`src/rtl/anc_pkg.sv`:
```
// Shared constants and types for the ANC LMS control path:
// Q1.15 mic samples, Q0.15 step size, 32-bit FIR accumulator domain.
package anc_pkg;
  localparam int FRAC    = 15;
  localparam int OUT_W   = 16;
  localparam int SMP_W   = 16;
  localparam int MU_W    = 16;
  localparam int ACC_W   = 32;
  localparam int SAT_MAX = 32767;
  localparam int SAT_MIN = -32768;

  typedef enum logic [1:0] {
    ST_IDLE   = 2'd0,
    ST_LAUNCH = 2'd1,
    ST_WAIT   = 2'd2,
    ST_EMIT   = 2'd3
  } state_t;

  typedef struct packed {
    logic [SMP_W-1:0] ref_s;
    logic [SMP_W-1:0] err_s;
    logic [MU_W-1:0]  mu;
    logic             adapt_en;
  } frame_t;
endpackage

```
`src/rtl/anc_sat.sv`:
```
// Purpose: signed saturator from IN_W down to OUT_W bits.
// Latency: combinational.
// Backpressure: none; pure function of din.
module anc_sat #(
  parameter int IN_W  = anc_pkg::ACC_W,
  parameter int OUT_W = anc_pkg::OUT_W
) (
  input  logic [IN_W-1:0]  din,
  output logic [OUT_W-1:0] dout
);
  localparam logic signed [IN_W-1:0] MAX_V = IN_W'((64'sd1 <<< (OUT_W - 1)) - 64'sd1);
  localparam logic signed [IN_W-1:0] MIN_V = ~MAX_V;

  logic signed [IN_W-1:0] din_s;

  assign din_s = din;

  always_comb begin
    if (din_s > MAX_V) begin
      dout = MAX_V[OUT_W-1:0];
    end else if (din_s < MIN_V) begin
      dout = MIN_V[OUT_W-1:0];
    end else begin
      dout = din_s[OUT_W-1:0];
    end
  end
endmodule

```
`src/rtl/anc_lms_sequencer.sv`:
```
// Purpose: launches one adaptive-FIR pass per mic frame and saturates the result for the DAC.
// Latency: smp_valid to go 2 cycles (input register + IDLE); fir_done to dac_valid 1 cycle.
// Backpressure: none upstream; one frame is buffered while busy, later ones are dropped and flag overrun.
module anc_lms_sequencer #(
  parameter int FRAC    = anc_pkg::FRAC,
  parameter int TAPS    = 128,
  parameter int TIMEOUT = 2 * TAPS,
  parameter int OUT_W   = anc_pkg::OUT_W
) (
  input  logic                      clk,
  input  logic                      rst_n,
  input  logic                      smp_valid,
  input  logic [anc_pkg::SMP_W-1:0] ref_sample,
  input  logic [anc_pkg::SMP_W-1:0] err_sample,
  input  logic [anc_pkg::MU_W-1:0]  mu,
  input  logic                      adapt_en,
  output logic [anc_pkg::ACC_W-1:0] feedforward_in,
  output logic [anc_pkg::ACC_W-1:0] weight_adjust,
  output logic                      go,
  input  logic [anc_pkg::ACC_W-1:0] fir_out,
  input  logic                      fir_valid,
  input  logic                      fir_done,
  output logic [OUT_W-1:0]          dac_sample,
  output logic                      dac_valid,
  output logic                      busy,
  output logic                      overrun,
  output logic                      timeout
);
  import anc_pkg::*;

  localparam int CNT_W = $clog2(TIMEOUT);

  state_t                  state, state_nxt;
  frame_t                  in_frm, pend, wrk, sel_frm;
  logic                    in_vld, pend_vld, take, done_hit, cnt_last;
  logic [CNT_W-1:0]        cnt;
  logic [ACC_W-1:0]        fir_q;
  logic signed [ACC_W-1:0] mu_ext, err_ext, prod, step;

  always_ff @(posedge clk or negedge rst_n) begin
    if (!rst_n) begin
      in_vld <= 1'b0;
      in_frm <= '0;
    end else begin
      in_vld <= smp_valid;
      if (smp_valid) begin
        in_frm <= '{ref_s: ref_sample, err_s: err_sample, mu: mu, adapt_en: adapt_en};
      end
    end
  end

  assign done_hit = fir_done & fir_valid;
  assign cnt_last = (cnt == CNT_W'(TIMEOUT - 1));
  assign take     = (state == ST_IDLE) && (pend_vld || in_vld);
  // The buffered frame is always older than the one arriving, so it launches first.
  assign sel_frm  = pend_vld ? pend : in_frm;

  always_ff @(posedge clk or negedge rst_n) begin
    if (!rst_n) begin
      state <= ST_IDLE;
    end else begin
      state <= state_nxt;
    end
  end

  always_comb begin
    state_nxt = state;
    case (state)
      ST_IDLE:   if (take) state_nxt = ST_LAUNCH;
      ST_LAUNCH: state_nxt = ST_WAIT;
      ST_WAIT: begin
        if (done_hit) begin
          state_nxt = ST_EMIT;
        end else if (cnt_last) begin
          state_nxt = ST_IDLE;
        end
      end
      ST_EMIT:   state_nxt = ST_IDLE;
      default:   state_nxt = ST_IDLE;
    endcase
  end

  always_comb begin
    go        = 1'b0;
    dac_valid = 1'b0;
    busy      = 1'b1;
    case (state)
      ST_IDLE:   busy = 1'b0;
      ST_LAUNCH: go = 1'b1;
      ST_EMIT:   dac_valid = 1'b1;
      default:   ;
    endcase
  end

  always_ff @(posedge clk or negedge rst_n) begin
    if (!rst_n) begin
      wrk      <= '0;
      pend     <= '0;
      pend_vld <= 1'b0;
      overrun  <= 1'b0;
    end else begin
      if (take) begin
        wrk <= sel_frm;
      end
      if (take && pend_vld) begin
        pend     <= in_frm;
        pend_vld <= in_vld;
      end else if (in_vld && (state != ST_IDLE)) begin
        if (!pend_vld) begin
          pend     <= in_frm;
          pend_vld <= 1'b1;
        end else begin
          overrun <= 1'b1;
        end
      end
    end
  end

  // Counter starts with go, so the abort lands TIMEOUT cycles after the launch pulse.
  always_ff @(posedge clk or negedge rst_n) begin
    if (!rst_n) begin
      cnt     <= '0;
      fir_q   <= '0;
      timeout <= 1'b0;
    end else begin
      if (state == ST_IDLE) begin
        cnt <= '0;
      end else if (state != ST_EMIT) begin
        cnt <= cnt + CNT_W'(1);
      end
      if ((state == ST_WAIT) && done_hit) begin
        fir_q <= fir_out;
      end
      if ((state == ST_WAIT) && !done_hit && cnt_last) begin
        timeout <= 1'b1;
      end
    end
  end

  // FIR operands come straight from the working frame, so they hold until the next launch.
  assign mu_ext         = {{(ACC_W-MU_W){1'b0}}, wrk.mu};
  assign err_ext        = {{(ACC_W-SMP_W){wrk.err_s[SMP_W-1]}}, wrk.err_s};
  assign prod           = mu_ext * err_ext;
  assign step           = prod >>> FRAC;
  assign feedforward_in = {{(ACC_W-SMP_W){wrk.ref_s[SMP_W-1]}}, wrk.ref_s};
  assign weight_adjust  = wrk.adapt_en ? -step : '0;

  anc_sat #(
    .IN_W (ACC_W),
    .OUT_W(OUT_W)
  ) u_sat (
    .din (fir_q),
    .dout(dac_sample)
  );
endmodule

```
`config.mk`:
```
export PLATFORM = sky130hd
export DESIGN_NAME = anc_lms_sequencer
export DESIGN_NICKNAME = d
export VERILOG_FILES = /design/src/rtl/anc_pkg.sv /design/src/rtl/anc_sat.sv /design/src/rtl/anc_lms_sequencer.sv
export SDC_FILE = /design/constraint.sdc
export NUM_CORES = 1
export LEC_CHECK = 0
export CORE_MARGIN = 2
export CORE_UTILIZATION = 45
export DETAILED_ROUTE_END_ITERATION = 12
export GPL_TIMING_DRIVEN = 0
export PLACE_DENSITY = 0.68
export RECOVER_POWER = 50
export SLEW_MARGIN = 20
export SYNTH_ARGS = -nofsm -noshare
export SYNTH_HDL_FRONTEND = slang
export SYNTH_SLANG_ARGS = --single-unit
export TNS_END_PERCENT = 1
```
`constraint.sdc`:
```
create_clock -name clk -period 14.86 [get_ports clk]
set_clock_uncertainty 0.1 [all_clocks]
set_input_delay 3.715 -clock clk [delete_from_list [all_inputs] [get_ports clk]]
set_output_delay 3.715 -clock clk [all_outputs]
set_load 0.02 [all_outputs]
```
==> run metrics, run 1 <==
die area=0.0401 mm^2; DRT Pass-1 Iters=4; post-synth cell types=71; clock slew at reported path FFs=0.07 ns; pin count of the biggest net entering global routing=81; Synth top area share=27.9%; Top FF cell, synth=dfrtp_1; CP Max Fanout=10; endpoint class of the critical path=output pin; layout cells sized above 1=11.5%; fin crit period=12.55 ns; syn avg cell area=10.1 um^2; clk_lat worst skew=0.43 ns; crit path kind=reg2out; Peak Freq=0.0797 GHz; most common library cells after synthesis=inv_1, dfrtp_1, fa_1; Initial Util=45.8%; CP Data Arrival Time=8.74 ns; # Max-Cap Violations=3; initial antenna violation count=2; register area=0.00483 mm^2; CTS Buf Count=17; synth top area cells=dfrtp_1, fa_1, mux2_2; via count=12300; Post-synth EDFFs=0; post-DP HPWL=33400 um; fin nets=2299; IO Port Bufs=170; post-synthesis register bit count=193; FILL cells=3461; post-CTS resize count=0; CTS tree=yes; Syn Inst Count=1713; worst-margin pin slew=4.09 ns; Hold Crit Class=reg2reg; GR Util All Layers=21.3%; area delta synth->final=16.7%; Clock Path Buffers=2; core area=0.0378 mm^2; area of the multi-input gates=0.0110 mm^2; global-route wire length before repair=69000 um; crit start category=flop; H-tree depth=4; synth warn=0; root buffer cell=clkbuf_16; asr flop ratio synth=100%; clk sinks=193; Remaining Overflow, GRT=0; final setup fails=0; hold slack=0.385 ns; routed len/inst=17.0 um; most common cell in the netlist=inv_1; endpoints failing hold=0; Top Family by Delay on Critical Path=adder cells; setup bufs post-CTS=0; cell taking the most area after synthesis=dfrtp_1; Rows=71; final worst-path cycle share=84.5%; WP data required=11.05 ns; Syn Nets=2108; outcome=finished, violations left; RSZ-0062 raised after global routing=no; final wirelength=41300 um; Max-slew headroom=-173%; Post-Syn Area=0.0173 mm^2; vias per cell=5.08; failing checks=max-capacitance violations, max-slew violations; part of the Yosys area used for sequential elements=27.9%; Largest stage delay, worst path=0.63 ns; cell mode on critical path=fa_1; Die W=200 um; Final GP Congestion=0.904; Fin Setup TNS=0 ns; DR iter-0 viols=615; Post-route DRC=0; CP max-delay cell=clkdlybuf4s50_1; ANT nets after route=0; I/O Pins=171; chip height=200 um; Buf+Inv Stages, Crit Path=5; hold-fix buffer count after cts=0; max-slew violations=198; critical path cell sequence=clkbuf_1 > nand2_1 > fa_1 > fa_1 > inv_1 > fa_1 > fa_1 > fa_1 > inv_1 > fa_1 > inv_1 > ha_1 > a21oi_1 > o21ai_0 > a211o_1 > a221oi_2 > xor2_1 > nand4b_1 > nor3_1 > nand2_1 > nor3_4 > mux2i_1 > clkdlybuf4s50_1; vias in the first global route=13300
cell type report:
type                            count  area share [%]
Sequential cell                   193            23.9
Clock buffer                       18            2.12
Inverter                          247            4.58
Tap cell                          511            3.16
Timing Repair Buffer              172            8.42
Buffer                            111            2.69
Antenna cell                        1          0.0124
Clock inverter                     14           0.594
Multi-Input combinational cell   1162            54.6
kinds of logic after synthesis:
family,synth area share [%]
xor+xnor,1.46
mux,11.6
fa+ha+maj,30.7
compound gates,6.64
simple gates,13.3
flops,27.9
buf+inv,8.49
layout by cell type, fill, tap and decap left out, types with 10 or more instances in the layout:
master | synthesis | layout
o21a_1 | 22 | 22
nand3_1 | 16 | 16
a21oi_1 | 81 | 81
fa_1 | 193 | 193
dfrtp_1 | 193 | 193
mux2_2 | 131 | 131
mux2i_1 | 53 | 53
buf_4 | 33 | 33
nand2_1 | 155 | 155
nor2_1 | 93 | 93
nor3_1 | 11 | 11
clkbuf_1 | 64 | 71
inv_1 | 246 | 246
clkbuf_16 | 0 | 17
nand4_1 | 11 | 11
xor2_1 | 11 | 11
xnor2_1 | 18 | 18
clkdlybuf4s50_1 | 0 | 167
nand2b_1 | 10 | 10
o21ai_0 | 19 | 19
ha_1 | 116 | 116
and2_1 | 124 | 124
stage by stage:
| stage | instance area, um^2 | util, % | worst slack, ns | instances |
|---|---|---|---|---|
| floorplan | 17300 | - | 4.25 | 1713 |
| global placement | 19700 | 52.0 | 2.08 | 2394 |
| detailed placement | 19700 | 52.2 | 2.79 | 2396 |
| CTS | 20300 | 53.6 | 2.29 | 2428 |
| global route | 20200 | 53.5 | 1.28 | 2428 |
| finish | 20200 | 53.5 | 2.31 | 2429 |
worst reg2reg max path: cells and delay by family (launching register included):
| family | cells | cell delay, ns |
|---|---|---|
| buf+inv | 3 | 1.17 |
| flops | 1 | 0.42 |
| mux | 2 | 0.85 |
| simple gates | 1 | 0.30 |
final timing paths:
path,from,to,slack [ns],depth (start not counted)
setup reg to reg,state[0],pend[44],11.91,6
hold reg to reg,overrun,overrun,0.38,1
setup / recovery,mu_ext[1],weight_adjust[16],2.31,23
hold / removal,overrun,overrun,0.38,1
min in group asynchronous,rst_n,pend[42],4.24,1
max in group asynchronous,rst_n,cnt[3],3.20,3
flip-flops by register name, indices dropped and copies added, names as in the netlist, 2 cells and up:
| signal | flops |
|---|---|
| in_frm | 49 |
| pend | 49 |
| fir_q | 32 |
| err_ext | 16 |
| feedforward_in | 16 |
| mu_ext | 16 |
| cnt | 8 |
| state | 2 |
layer usage:
metal	share of wire (%)	GRT usage (%)	vias to the layer above
met4	2.2	5.79	4
li1	-	-	5863
met2	47	35.7	374
met1	44	27.8	6037
met5	0.068	0	-
met3	7.2	4.78	54
Power of run 1 is left out: the tool's default activity adds up to more than one toggle a clock period on the data nets, which glitch-free logic cannot reach.
==> run 2: changes to the inputs <==
==> constraint.sdc (replaced) <==
create_clock -name clk -period 13.1 [get_ports clk]
set_clock_uncertainty 0.1 [all_clocks]
set_input_delay 3.275 -clock clk [delete_from_list [all_inputs] [get_ports clk]]
set_output_delay 3.275 -clock clk [all_outputs]
set_load 0.02 [all_outputs]
==> run 2 against run 1 <==
The run still ends with max-capacitance violations, max-slew violations left. Register-to-register slack worse by 1.8 ns. Wire length up 0.13%. Critical path depth unchanged. Cell area up 0.12%. First-iteration DRC count up 4.2%. Sequential cell count unchanged. Worst setup slack worse by 1.3 ns. Sequential share of layout area about the same. Global-route usage unchanged. Count of clock-buffer cells in the layout unchanged. Highest routed layer unchanged.
==> run metrics, run 2 (synthesized netlist as in run 1, its figures left out) <==
Clock Path Buffers=2; WP data required=9.72 ns; fin crit period=12.11 ns; Rows=71; hold-fix buffer count after cts=0; outcome=finished, violations left; final worst-path cycle share=92.4%; vias per cell=5.09; CP Data Arrival Time=8.73 ns; commonest non-fill, non-tap cell in the layout=inv_1; setup bufs post-CTS=0; clk_lat worst skew=0.43 ns; DRT Pass-1 Iters=5; initial antenna violation count=2; Die W=200 um; Peak Freq=0.0826 GHz; final wirelength=41400 um; vias in the first global route=13300; chip height=200 um; IO Port Bufs=170; Initial Util=45.8%; final setup fails=0; area delta synth->final=16.8%; post-CTS resize count=0; root buffer cell=clkbuf_16; CTS tree=yes; Remaining Overflow, GRT=0; endpoint class of the critical path=output pin; clock slew at reported path FFs=0.07 ns; Max-slew headroom=-113%; worst-margin pin slew=3.19 ns; failing checks=max-capacitance violations, max-slew violations; core area=0.0378 mm^2; I/O Pins=171; Post-route DRC=0; layout cells sized above 1=11.5%; Final GP Congestion=0.904; endpoints failing hold=0; die area=0.0401 mm^2; DR iter-0 viols=641; clk sinks=193; crit start category=flop; Hold Crit Class=reg2reg; # Max-Cap Violations=2; crit path kind=reg2out; routed len/inst=17.0 um; fin nets=2299; via count=12400; post-DP HPWL=33400 um; global-route wire length before repair=69000 um; GR Util All Layers=21.3%; pin count of the biggest net entering global routing=81; CP Max Fanout=10; top flop regs=in_frm (49), pend (49), fir_q (32); CTS Buf Count=17; H-tree depth=4; Fin Setup TNS=0 ns; max-slew violations=116; commonest cells after routing, fill and taps aside=inv_1, fa_1, dfrtp_1; ANT nets after route=0; RSZ-0062 raised after global routing=no; FILL cells=3458
## run 2: changes by cell type in the layout (fill, tap and decap cells not counted), sizes merged
cell / change
buf: +1
clkbuf: -1
## run 2: worst paths after layout
path	end	from	depth (start not counted)	slack (ns)
hold reg to reg	overrun	overrun	1	0.38
min in group asynchronous	feedforward_in[6]	rst_n	1	3.80
setup reg to reg	pend[44]	state[0]	6	10.14
setup / recovery	weight_adjust[16]	mu_ext[1]	23	0.99
max in group asynchronous	cnt[0]	rst_n	2	5.17
hold / removal	overrun	overrun	1	0.38
## run 2: layer usage
metal  vias to the layer above  GRT usage [%]  share of wire [%]
li1                       5864              -                  -
met1                      6075           27.8                 44
met2                       367           35.7                 47
met3                        56           4.78                7.3
met4                         4           5.79                2.3
met5                         -              0              0.068
## run 2: final cells by class
class / instances / area [um^2] / share of cell area (%)
buffer: 111 / 544 / 2.69
antenna: 1 / 2.50 / 0.0124
sequential: 193 / 4830 / 23.8
timing repair buffer: 172 / 1730 / 8.52
clock inverter: 14 / 120 / 0.593
multi-input combinational: 1162 / 11000 / 54.5
tap: 511 / 639 / 3.16
inverter: 247 / 927 / 4.58
clock buffer: 18 / 429 / 2.12
## run 2: through the flow
| stage | utilization [%] | hold slack [ns] | setup WS [ns] | instance area, um^2 | cells |
|---|---|---|---|---|---|
| 3_3_place_gp | 52.0 | 0.354 | 0.756 | 19700 | 2394 |
| 5_1_grt | 53.5 | 0.413 | 0.487 | 20300 | 2428 |
| 3_5_place_dp | 52.2 | 0.371 | 1.47 | 19700 | 2396 |
| 2_1_floorplan | - | 0.380 | 2.93 | 17300 | 1713 |
| 6_report | 53.5 | 0.383 | 0.990 | 20300 | 2429 |
| 4_1_cts | 53.6 | 0.390 | 0.974 | 20300 | 2428 |
## run 2: worst max-delay path, cell delays in order, from the launching register on
cell	delay, ns
dfrtp_1	0.62
clkbuf_1	0.60
nand2_1	0.17
fa_1	0.53
fa_1	0.56
inv_1	0.06
fa_1	0.50
fa_1	0.52
fa_1	0.54
inv_1	0.05
fa_1	0.52
inv_1	0.04
ha_1	0.39
a21oi_1	0.23
o21ai_0	0.15
a211o_1	0.30
a221oi_2	0.28
xor2_1	0.29
nand4b_1	0.28
nor3_1	0.33
nand2_1	0.17
nor3_4	0.30
mux2i_1	0.22
clkdlybuf4s50_1	0.63
Power of run 2 is left out for the same reason.
